<file path="config.mk">
export PLATFORM = sky130hd
export DESIGN_NAME = btn_conditioner
export DESIGN_NICKNAME = d
export VERILOG_FILES = /design/src/rtl/btn_conditioner.sv
export SDC_FILE = /design/constraint.sdc
export NUM_CORES = 1
export LEC_CHECK = 0
export ABC_AREA = 0
export CORE_ASPECT_RATIO = 0.6
export CORE_MARGIN = 2
export CORE_UTILIZATION = 57
export CTS_CLUSTER_SIZE = 14
export DETAILED_ROUTE_END_ITERATION = 12
export PLACE_DENSITY = 0.77
export SLEW_MARGIN = 40
export SYNTH_ARGS = -nofsm -noshare
export SYNTH_HDL_FRONTEND = slang
export SYNTH_SLANG_ARGS = --single-unit
export TNS_END_PERCENT = 100
</file>
<file path="constraint.sdc">
create_clock -name clk -period 2.8 [get_ports clk]
set_input_delay 0.28 -clock clk [delete_from_list [all_inputs] [get_ports clk]]
set_output_delay 0.28 -clock clk [all_outputs]
set_load 0.03 [all_outputs]
</file>
<file path="src/rtl/btn_conditioner.sv">
// Multi-channel push-button front end: two-flop synchroniser, counter debounce,
// press/release pulses and hold-to-repeat, all on the system clock.
module btn_conditioner #(
  parameter int NUM_BTNS        = 5,
  parameter int DEBOUNCE_CYCLES = 1000000,
  parameter int REPEAT_DELAY    = 50000000,
  parameter int REPEAT_PERIOD   = 12500000,
  parameter int CNT_W           = 32
) (
  input  logic                clk,
  input  logic                reset,
  input  logic [NUM_BTNS-1:0] btn_in,
  input  logic [NUM_BTNS-1:0] repeat_en,
  output logic [NUM_BTNS-1:0] level,
  output logic [NUM_BTNS-1:0] press,
  // "release" is a reserved word in SystemVerilog, hence the longer name
  output logic [NUM_BTNS-1:0] release_pulse,
  output logic [NUM_BTNS-1:0] rpt
);

  typedef enum logic [1:0] {IDLE, DELAY, REPEAT} rpt_state_t;

  localparam logic [CNT_W-1:0] DB_LAST  = CNT_W'(DEBOUNCE_CYCLES - 1);
  localparam logic [CNT_W-1:0] RD_LAST  = CNT_W'(REPEAT_DELAY - 1);
  localparam logic [CNT_W-1:0] RP_LAST  = CNT_W'(REPEAT_PERIOD - 1);
  localparam logic [CNT_W-1:0] CNT_ONE  = CNT_W'(1);

  genvar gi;
  generate
    for (gi = 0; gi < NUM_BTNS; gi++) begin : g_ch
      logic             s1_reg, s2_reg;
      logic             level_reg, press_reg, release_reg, rpt_reg;
      logic [CNT_W-1:0] dcnt_reg, rcnt_reg;
      rpt_state_t       state_reg;
      logic             toggle, rise, fall;

      always_comb begin
        toggle = (s2_reg != level_reg) && (dcnt_reg == DB_LAST);
        rise   = toggle && !level_reg;
        fall   = toggle && level_reg;
      end

      always_ff @(posedge clk) begin
        if (!reset) begin
          s1_reg      <= 1'b0;
          s2_reg      <= 1'b0;
          level_reg   <= 1'b0;
          press_reg   <= 1'b0;
          release_reg <= 1'b0;
          rpt_reg     <= 1'b0;
          dcnt_reg    <= '0;
          rcnt_reg    <= '0;
          state_reg   <= IDLE;
        end else begin
          s1_reg      <= btn_in[gi];
          s2_reg      <= s1_reg;
          press_reg   <= rise;
          release_reg <= fall;
          rpt_reg     <= 1'b0;

          if ((s2_reg == level_reg) || toggle)
            dcnt_reg <= '0;
          else
            dcnt_reg <= dcnt_reg + CNT_ONE;
          if (toggle)
            level_reg <= ~level_reg;

          // The FSM follows the press/release decision made this edge, so an
          // accepted fall suppresses any repeat that would coincide with it.
          case (state_reg)
            IDLE: begin
              if (rise && repeat_en[gi]) begin
                state_reg <= DELAY;
                rcnt_reg  <= '0;
              end
            end
            DELAY: begin
              if (fall || !level_reg || !repeat_en[gi]) begin
                state_reg <= IDLE;
                rcnt_reg  <= '0;
              end else if (rcnt_reg == RD_LAST) begin
                rpt_reg   <= 1'b1;
                rcnt_reg  <= '0;
                state_reg <= REPEAT;
              end else begin
                rcnt_reg <= rcnt_reg + CNT_ONE;
              end
            end
            REPEAT: begin
              if (fall || !level_reg || !repeat_en[gi]) begin
                state_reg <= IDLE;
                rcnt_reg  <= '0;
              end else if (rcnt_reg == RP_LAST) begin
                rpt_reg  <= 1'b1;
                rcnt_reg <= '0;
              end else begin
                rcnt_reg <= rcnt_reg + CNT_ONE;
              end
            end
            default: begin
              state_reg <= IDLE;
              rcnt_reg  <= '0;
            end
          endcase
        end
      end

      assign level[gi]         = level_reg;
      assign press[gi]         = press_reg;
      assign release_pulse[gi] = release_reg;
      assign rpt[gi]           = rpt_reg;
    end
  endgenerate

endmodule

</file>
---- Word-level counts from Yosys, hierarchy flattened ----
Cells that the tools add are included.
storage, ports and cells
  flip-flop bits (word level) ............. 360
  latch bits .............................. 0
  memory bits (writable) .................. 0
  memory bits (read-only) ................. 0
  input bits .............................. 12
  output and inout port bits .............. 20
  logic and storage cells ................. 251
  memories ................................ 0
operators by class
  add/sub/neg operators ................... 10
  multipliers ............................. 0
  divide/modulo/power cells ............... 0
  $lt $le $gt $ge ......................... 0
  eq/ne operators ......................... 50
  shifts and indexed selects .............. 0
  muxes and demuxes ....................... 80
  bitwise logic cells ..................... 6
  reduce and logical (&&, ||, !) cells .... 60
operators by type and width
  cell                                                                     count
  32-bit 2-to-1 mux                                                        25
  32-bit case mux with 3 select lines                                      5
  32-bit by 1-bit adder with 32-bit output, second input constant          10
  32-bit by 20-bit equality test with 1-bit output, second input constant  5
  32-bit by 24-bit equality test with 1-bit output, second input constant  5
  32-bit by 26-bit equality test with 1-bit output, second input constant  5
  2-bit 2-to-1 mux                                                         20
  2-bit case mux with 3 select lines                                       5
  1-bit logical AND                                                        20
  1-bit 2-to-1 mux                                                         20
  2-bit inequality test, second input constant                             10
  1-bit logical OR                                                         15
  3-bit inequality test, second input constant                             5
  3-bit AND reduction                                                      5
  2-bit by 1-bit equality test with 1-bit output, second input constant    5
  2-bit equality test, second input constant                               5
  1-bit zero test                                                          10
  2-bit zero test                                                          5
  1-bit case mux with 2 select lines                                       5
  2-bit OR reduction                                                       5
  1-bit inverter                                                           6
  1-bit equality test                                                      5
  1-bit inequality test                                                    5

---- Logic depth before layout (Yosys ltp) ----
Gate-level depths: netlist of run 1.
  depth after elaboration ................. 7
  gate-level depth with buffers ........... 10
  gate-level depth less buffers ........... 7

---- Worst setup path before layout of run 1 ----
No wires, ideal clock.
  path kind ............................... register to register
  from .................................... reg g_ch[2].rcnt_reg[0]
  to ...................................... reg g_ch[2].rcnt_reg[11]
  library setup time ...................... 0.128 ns
  data arrival time ....................... 2.573 ns
  data required time ...................... 2.672 ns
  slack ................................... 0.100 ns
  cell stages (with the launch flop) ...... 9
  buffers on the path ..................... 1
  clock period less this slack ............ 2.700 ns
  cell sequence ........................... dfxtp_1 ha_1 nand2_1 or4_1 o41ai_1 a211oi_1 a21oi_1 clkbuf_1 nor2_1
on the way
  longest elaborated chain between the ends .. 4
  elaborated cells on any way between the ends .. 8
  those cells by class .................... add/sub: 1; eq/ne: 2; mux: 5
RTL lines
  element                                                                 RTL line  RTL
  start: declaration                                                      33        logic [CNT_W-1:0] dcnt_reg, rcnt_reg;
  start signal: assignment                                                86        rcnt_reg <= rcnt_reg + CNT_ONE;
  start signal: assignment                                                97        rcnt_reg <= rcnt_reg + CNT_ONE;
  32-bit by 1-bit adder with 32-bit output, or another cell as far along  86, 97
  32-bit 2-to-1 mux (on tied branches)                                    93, 81
  32-bit 2-to-1 mux (on tied branches)                                    90, 78
  32-bit case mux with 3 select lines (*)                                 70        case (state_reg)
Mark *: on every way between the ends. The rest lies on a longest branch, timed or not.
A chain may end at the register's enable or synchronous reset.

---- Final worst setup path of run 1 ----
  from .................................... reg g_ch[1].dcnt_reg[1]
  to ...................................... reg g_ch[1].rcnt_reg[11]
on the way
  longest elaborated chain between the ends .. 7
  elaborated cells on any way between the ends .. 11
  those cells by class .................... eq/ne: 2; mux: 3; reduce/logical: 6
RTL lines
  element                                               RTL line  RTL
  start: declaration                                    33
  start signal: assignment                              64        dcnt_reg <= dcnt_reg + CNT_ONE;
  32-bit by 20-bit equality test with 1-bit output (*)  38        toggle = (s2_reg != level_reg) && (dcnt_reg == DB_LAST);
  1-bit logical AND (*)                                 38
  1-bit logical AND                                     40        fall = toggle && level_reg;
  1-bit logical OR (2 in series)                        78, 90
  32-bit 2-to-1 mux (on tied branches)                  90, 78
  32-bit case mux with 3 select lines                   70
  end signal: assignment                                86
  end signal: assignment                                97
  end: declaration                                      33
Marks and branches as above.

==> run metrics, run 1 <==
Final #Nets 2353; Die H approximately 140 um; Max VDD drop around 0.39 mV; row cnt 50; Post-DP HPWL between 30 and 40 mm; count of input and output buffers 31; Logic pwr share 1.5%; GRT overflow 0; EDFF count, synth 0; clock root buffer master clkbuf_16; area grow syn2layout 13.7%; Setup Crit Path Kind reg -> reg; Mapped Area 18200 um2; Synth cell types 68; DRT iter0 DRCs 1681; CTS tree done; gpl congestion 0.916; CTS Hold Buffers Added 0; internal power 7990 uW; diode count 0; Final Skew 0.0163 ns; Clk network pwr share 47.6%; # H-tree levels 2; vias per cell 6.14; Final setup viols 0; gr usage total 25.9%; Max clock buf depth 3; share of layout cells above drive strength 1 8.38%; Net Sw Frac 20.9%; static leakage 0.00637 uW; Synth Register Bits 360; Worst Path Arrival about 3.2 ns; antenna violations before repair 1; Num CTS Buffers 36; Slew headroom 46.3%; number of global-route vias before repair 15300; die extent in x 235 um; fraction of registers with async set/reset 0%; FF/Latch Area 7210 um2; Post-Layout Cell Count 2755; cells along the critical path ha_4 -> nand3_2 -> or3_4 -> o41a_1 -> buf_4 -> a2111o_1 -> or4_1 -> a31oi_1; Data required, critical path 3.26 ns; synthesized instance count 2259; filler cell count in the final layout 2580; Cell Pwr Density 489 nW/um2; hold crit path type in -> reg; Worst path max stage delay ~0.5 ns; max_cap viols 0; Slew Viols, Final 0; Multi-input gate area 10400 um2; sw power 2110 uW; Sequential Power Share 50.8%; routed wire length 43.7 mm; syn avg cell area 8.04 um2; Critical Path Fanout Max 5; Power, Total 10100 uW; antenna viol nets, final 0; register area share after synthesis 39.7%; fin crit period 2.78 ns; status completed; vias 16900; worst skew pair latency 0.53 ns; TritonCTS Sinks 360; Synthesized Nets 2296; Critical Path Start Type flop; Critical-path top delay cell or4_1; # IOs 32; Die ar. around 33000 um2; CP endpoint kind flop; WHS 0.209 ns; average routed wire per standard cell 15.9 um; FMAX 359 MHz; Core Footprint 31300 um2; Primary FF master, synth dfxtp_1; drc violations 0; Setup TNS Final 0 ns; drt first pass iters 6; clock-pin slew on the worst setup and hold paths roughly 0.070 ns; initial core utilization 58.1%; Worst-Margin Slew 0.806 ns; final hold vios 0; RSZ-0062 raised after global routing true; first-pass GRT wire length 73.1 mm; period utilization a little under 100%; YS warnings 0; placed cells 2691; largest net degree at the start of global routing 60
-- routing by layer --
layer | GRT usage, % | routed length (um) | vias to the layer above | share of wire [%]
li1 | - | - | 8271 | -
met3 | 5.33 | 3630 | 69 | 8.3
met2 | 37.3 | 18000 | 638 | 41
met5 | 0 | 10 | - | 0.023
met1 | 39.0 | 21300 | 7938 | 49
met4 | 6.75 | 749 | 2 | 1.7
-- cell usage after synthesis (57+ instances only) --
| cell | number | share of area [%] |
|---|---|---|
| a21oi_1 | 91 | 2.5 |
| a31oi_1 | 70 | 2.4 |
| clkbuf_1 | 93 | 1.9 |
| dfxtp_1 | 360 | 40 |
| inv_1 | 68 | 1.4 |
| nand2_1 | 204 | 4.2 |
| nand3_1 | 222 | 6.1 |
| nand4_1 | 105 | 3.6 |
| nor2_1 | 271 | 5.6 |
| nor4_1 | 65 | 2.2 |
| or3_1 | 57 | 2.0 |
| xnor2_1 | 90 | 4.3 |
| xor2_1 | 89 | 4.3 |
-- stage by stage --
| step | area (um2) | util [%] | setup WS [ns] |
|---|---|---|---|
| 3_3_place_gp | 19400 | 62.0 | 0.0347 |
| 2_1_floorplan | 18200 | - | 0.0999 |
| 5_1_grt | 20700 | 66.1 | -0.0348 |
| 4_1_cts | 20600 | 65.7 | 0.00614 |
| 3_5_place_dp | 19400 | 62.0 | 0.00799 |
| 6_report | 20700 | 66.1 | 0.0167 |
-- cells in the final DEF, fill, tap and decap left out, drive strengths merged, types with 52 or more instances in the layout --
cell type,instances
a21oi,91
a31oi,70
buf,104
clkbuf,53
dfxtp,360
inv,69
nand2,204
nand3,222
nand4,105
nor2,271
nor3,52
nor4,66
or3,57
xnor2,90
xor2,89
-- final timing paths --
path / slack [ns] / cells past startpoint / endpoint / from
worst max-delay path: 0.02 / 8 / g_ch[1].rcnt_reg[11]$_SDFFE_PN0P_ / g_ch[1].dcnt_reg[1]$_SDFF_PP0_
worst min-delay path: 0.21 / 3 / g_ch[0].rcnt_reg[28]$_SDFFE_PN0P_ / reset
worst max register to register: 0.02 / 8 / g_ch[1].rcnt_reg[11]$_SDFFE_PN0P_ / g_ch[1].dcnt_reg[1]$_SDFF_PP0_
worst min register to register: 0.43 / 1 / g_ch[1].s2_reg$_SDFF_PN0_ / g_ch[1].s1_reg$_SDFF_PN0_
-- critical path, delay by kind of cell, from the launching register on --
family	cells	cell delay (ns)
AO/OA/AOI/OAI	3	1.03
adder cells (fa/ha/maj)	1	0.15
buffers and inverters	1	0.15
AND/OR/NAND/NOR	3	1.02
flip-flops	1	0.36
-- layout make-up --
| type | instances | share of cell area (%) |
|---|---|---|
| well taps | 416 | 2.52 |
| multi-input cells | 1715 | 50.2 |
| clock inverters | 8 | 0.436 |
| repair buffers | 134 | 5.58 |
| inverters | 69 | 1.25 |
| flip-flops and latches | 360 | 34.9 |
| clock buffers | 53 | 5.16 |
-- timing repair --
action                     4_1_cts  5_1_grt
resized for setup                0       15
buffers inserted                 0        1
setup endpoints to repair        0       51
hold endpoints to repair         0        0
-- cells by family after synthesis --
group | count (synthesis) | synth area share [%]
AO/OA/AOI/OAI | 291 | 10.1
XOR/XNOR | 179 | 8.63
AND/OR/NAND/NOR | 1196 | 34.3
flip-flops | 360 | 39.7
buffers and inverters | 185 | 4.25
multiplexers | 23 | 1.27
adder cells (fa/ha/maj) | 25 | 1.72
-- power groups by stage --
stage	combinational, uW	clock, uW	sequential, uW
after floorplan	86.1	0	5250
after global placement	149	0	5250
after detailed placement	151	0	5250
after CTS	152	4910	5140
after global routing	167	5120	5130
final	153	4810	5140
Note: power is estimated with default switching activity, not from simulation.
==> run 2, diff against run 1 <==
--- a/config.mk
+++ b/config.mk
@@ -11,6 +11,7 @@
 export CORE_UTILIZATION = 57
 export CTS_CLUSTER_SIZE = 14
 export DETAILED_ROUTE_END_ITERATION = 12
+export MAX_ROUTING_LAYER = met4
 export PLACE_DENSITY = 0.77
 export SLEW_MARGIN = 40
 export SYNTH_ARGS = -nofsm -noshare
==> run 2 against run 1 <==
Clock skew barely moved; worst setup slack improved by 0.010 ns; largest cell class unchanged; sequential power hardly changed; hold slack gained 0.0044 ns; count of clock-buffer cells in the layout did not move; design area about the same; critical path type unchanged; wire length rose by 0.52%; utilization about the same.
==> run metrics, run 2 (synthesis gave the netlist of run 1 again) <==
status completed (unchanged); CTS tree done (unchanged); Worst-Margin Slew 0.803 ns (was 0.806 ns); # H-tree levels 2 (unchanged); worst r2r src g_ch[1].dcnt_reg[1]$_SDFF_PP0_ (unchanged); finished layout cell area 20700 um2 (about the same); Setup TNS Final 0 ns (unchanged); period utilization 99.0% (was 99.4%); antenna viol nets, final 0 (unchanged); worst r2r path cells 8 (unchanged); Cell Pwr Density 489 nW/um2 (about the same); Critical Path Fanout Max 5 (unchanged); static leakage 0.00637 uW (about the same); RR Endpoint g_ch[1].rcnt_reg[11]$_SDFFE_PN0P_ (unchanged); number of global-route vias before repair 15300 (about the same); TritonCTS Sinks 360 (unchanged); vias 16900 (about the same); DRT iter0 DRCs 1729 (was 1681); drc violations 0 (unchanged); Data required, critical path 3.26 ns (about the same); average routed wire per standard cell 15.9 um (about the same); Final setup viols 0 (unchanged); gpl congestion 0.934 (was 0.916); FF-to-FF setup slack 0.03 ns (was 0.02 ns); FF/Latch Area 7210 um2 (unchanged); Max VDD drop 0.385 mV (was 0.389 mV); Setup Crit Path Kind reg -> reg (unchanged); max_cap viols 0 (unchanged); vias per cell 6.11 (was 6.14); share of layout cells above drive strength 1 8.38% (unchanged); Slew headroom 46.4% (was 46.3%); crit path capture g_ch[1].rcnt_reg[11]$_SDFFE_PN0P_ (unchanged); # IOs 32 (unchanged); initial core utilization 58.1% (unchanged); gr usage total 26.7% (was 25.9%); fin crit period 2.77 ns (was 2.78 ns); Multi-input gate area 10400 um2 (unchanged); Die ar. 33400 um2 (unchanged); most common cell after layout, fill and taps aside dfxtp_1 (unchanged); FMAX 361 MHz (was 359 MHz); Core Footprint 31300 um2 (unchanged); CP endpoint kind flop (unchanged); post-layout util 66.1% (about the same); worst skew pair latency 0.53 ns (about the same); first-pass GRT wire length 73.1 mm (about the same); Post-DP HPWL 30.0 mm (unchanged); count of input and output buffers 31 (unchanged); Final #Nets 2353 (unchanged); crit path launch g_ch[1].dcnt_reg[1]$_SDFF_PP0_ (unchanged); Critical Path Start Type flop (unchanged); Power, Total 10100 uW (about the same); die extent in x 235 um (unchanged); Slew Viols, Final 0 (unchanged); row cnt 50 (unchanged); RSZ-0062 raised after global routing true (unchanged); routed wire length 43.9 mm (was 43.7 mm); commonest non-fill, non-tap cells in the layout dfxtp_1 (358), nor2_1 (271), nand3_1 (221) (unchanged); final hold vios 0 (unchanged); filler cell count in the final layout 2580 (unchanged); antenna violations before repair 1 (unchanged); Die H 142 um (unchanged); clock-pin slew on the worst setup and hold paths 0.07 ns (about the same); Max clock buf depth 3 (unchanged); Num CTS Buffers 36 (unchanged); Final Skew 0.0167 ns (was 0.0163 ns); hold crit path type in -> reg (unchanged); clock root buffer master clkbuf_16 (unchanged); area grow syn2layout 13.7% (about the same); placed cell area 19400 um2 (unchanged); largest net degree at the start of global routing 60 (unchanged); drt first pass iters 5 (was 6); Worst Path Arrival 3.23 ns (was 3.24 ns); GRT overflow 0 (unchanged)
## run 2: what timing repair did
| item | CTS | global route |
|---|---|---|
| setup endpoints to repair | 0 | 51 |
| hold endpoints to repair | 0 | 0 |
| hold buffers | 0 | 0 |
| resized for setup | 0 | 15 |
| buffers inserted | 0 | 1 |
## run 2: worst min-delay path by stage
stage                                         start                                end  slack (ns)  cells after the start
after floorplan                           btn_in[0]          g_ch[0].s1_reg$_SDFF_PN0_        0.41                      1
after global placement    g_ch[2].s1_reg$_SDFF_PN0_          g_ch[2].s2_reg$_SDFF_PN0_        0.42                      1
after detailed placement  g_ch[2].s1_reg$_SDFF_PN0_          g_ch[2].s2_reg$_SDFF_PN0_        0.42                      1
after CTS                                     reset  g_ch[3].state_reg[0]$_SDFFE_PN0P_        0.18                      3
after global routing                          reset         g_ch[3].rpt_reg$_SDFF_PN0_        0.23                      3
final                                         reset  g_ch[3].state_reg[0]$_SDFFE_PN0P_        0.21                      3
## run 2: layer usage
| layer | GRT usage (%) | vias up | share of wire [%] |
|---|---|---|---|
| li1 | - | 8281 | - |
| met2 | 37.3 | 610 | 41 |
| met1 | 39.1 | 7901 | 49 |
| met5 | - | - | 0 |
| met4 | 6.75 | 0 | 1.6 |
| met3 | 5.37 | 67 | 7.8 |
## run 2: area by class of cell
type / count / area share, %
inverter: 69 / 1.25
timing repair buffer: 134 / 5.58
tap: 416 / 2.52
multi-input combinational: 1715 / 50.1
clock inverter: 8 / 0.436
sequential: 360 / 34.9
clock buffer: 53 / 5.16
antenna: 2 / 0.0242
## run 2: stage by stage
step / worst slack (ns) / instances / hold WS [ns]
floorplan: 0.0999 / 2259 / 0.407
global placement: 0.0347 / 2689 / 0.415
detailed placement: 0.00799 / 2691 / 0.419
CTS: 0.00614 / 2752 / 0.183
global route: -0.0348 / 2757 / 0.227
finish: 0.0268 / 2757 / 0.214
## run 2: worst max-delay path, cell delays in order (launching register included)
cell,delay [ns]
dfxtp_2,0.36
ha_4,0.15
nand3_2,0.11
or3_4,0.42
o41a_1,0.41
buf_4,0.15
a2111o_1,0.45
or4_1,0.49
a31oi_1,0.17
## run 2: power by group
part	internal (uW)	switching, uW	total (uW)
sequential	5130	7.32	5140
combinational	53.2	101	154
clock	2810	2000	4820
total	7990	2110	10100
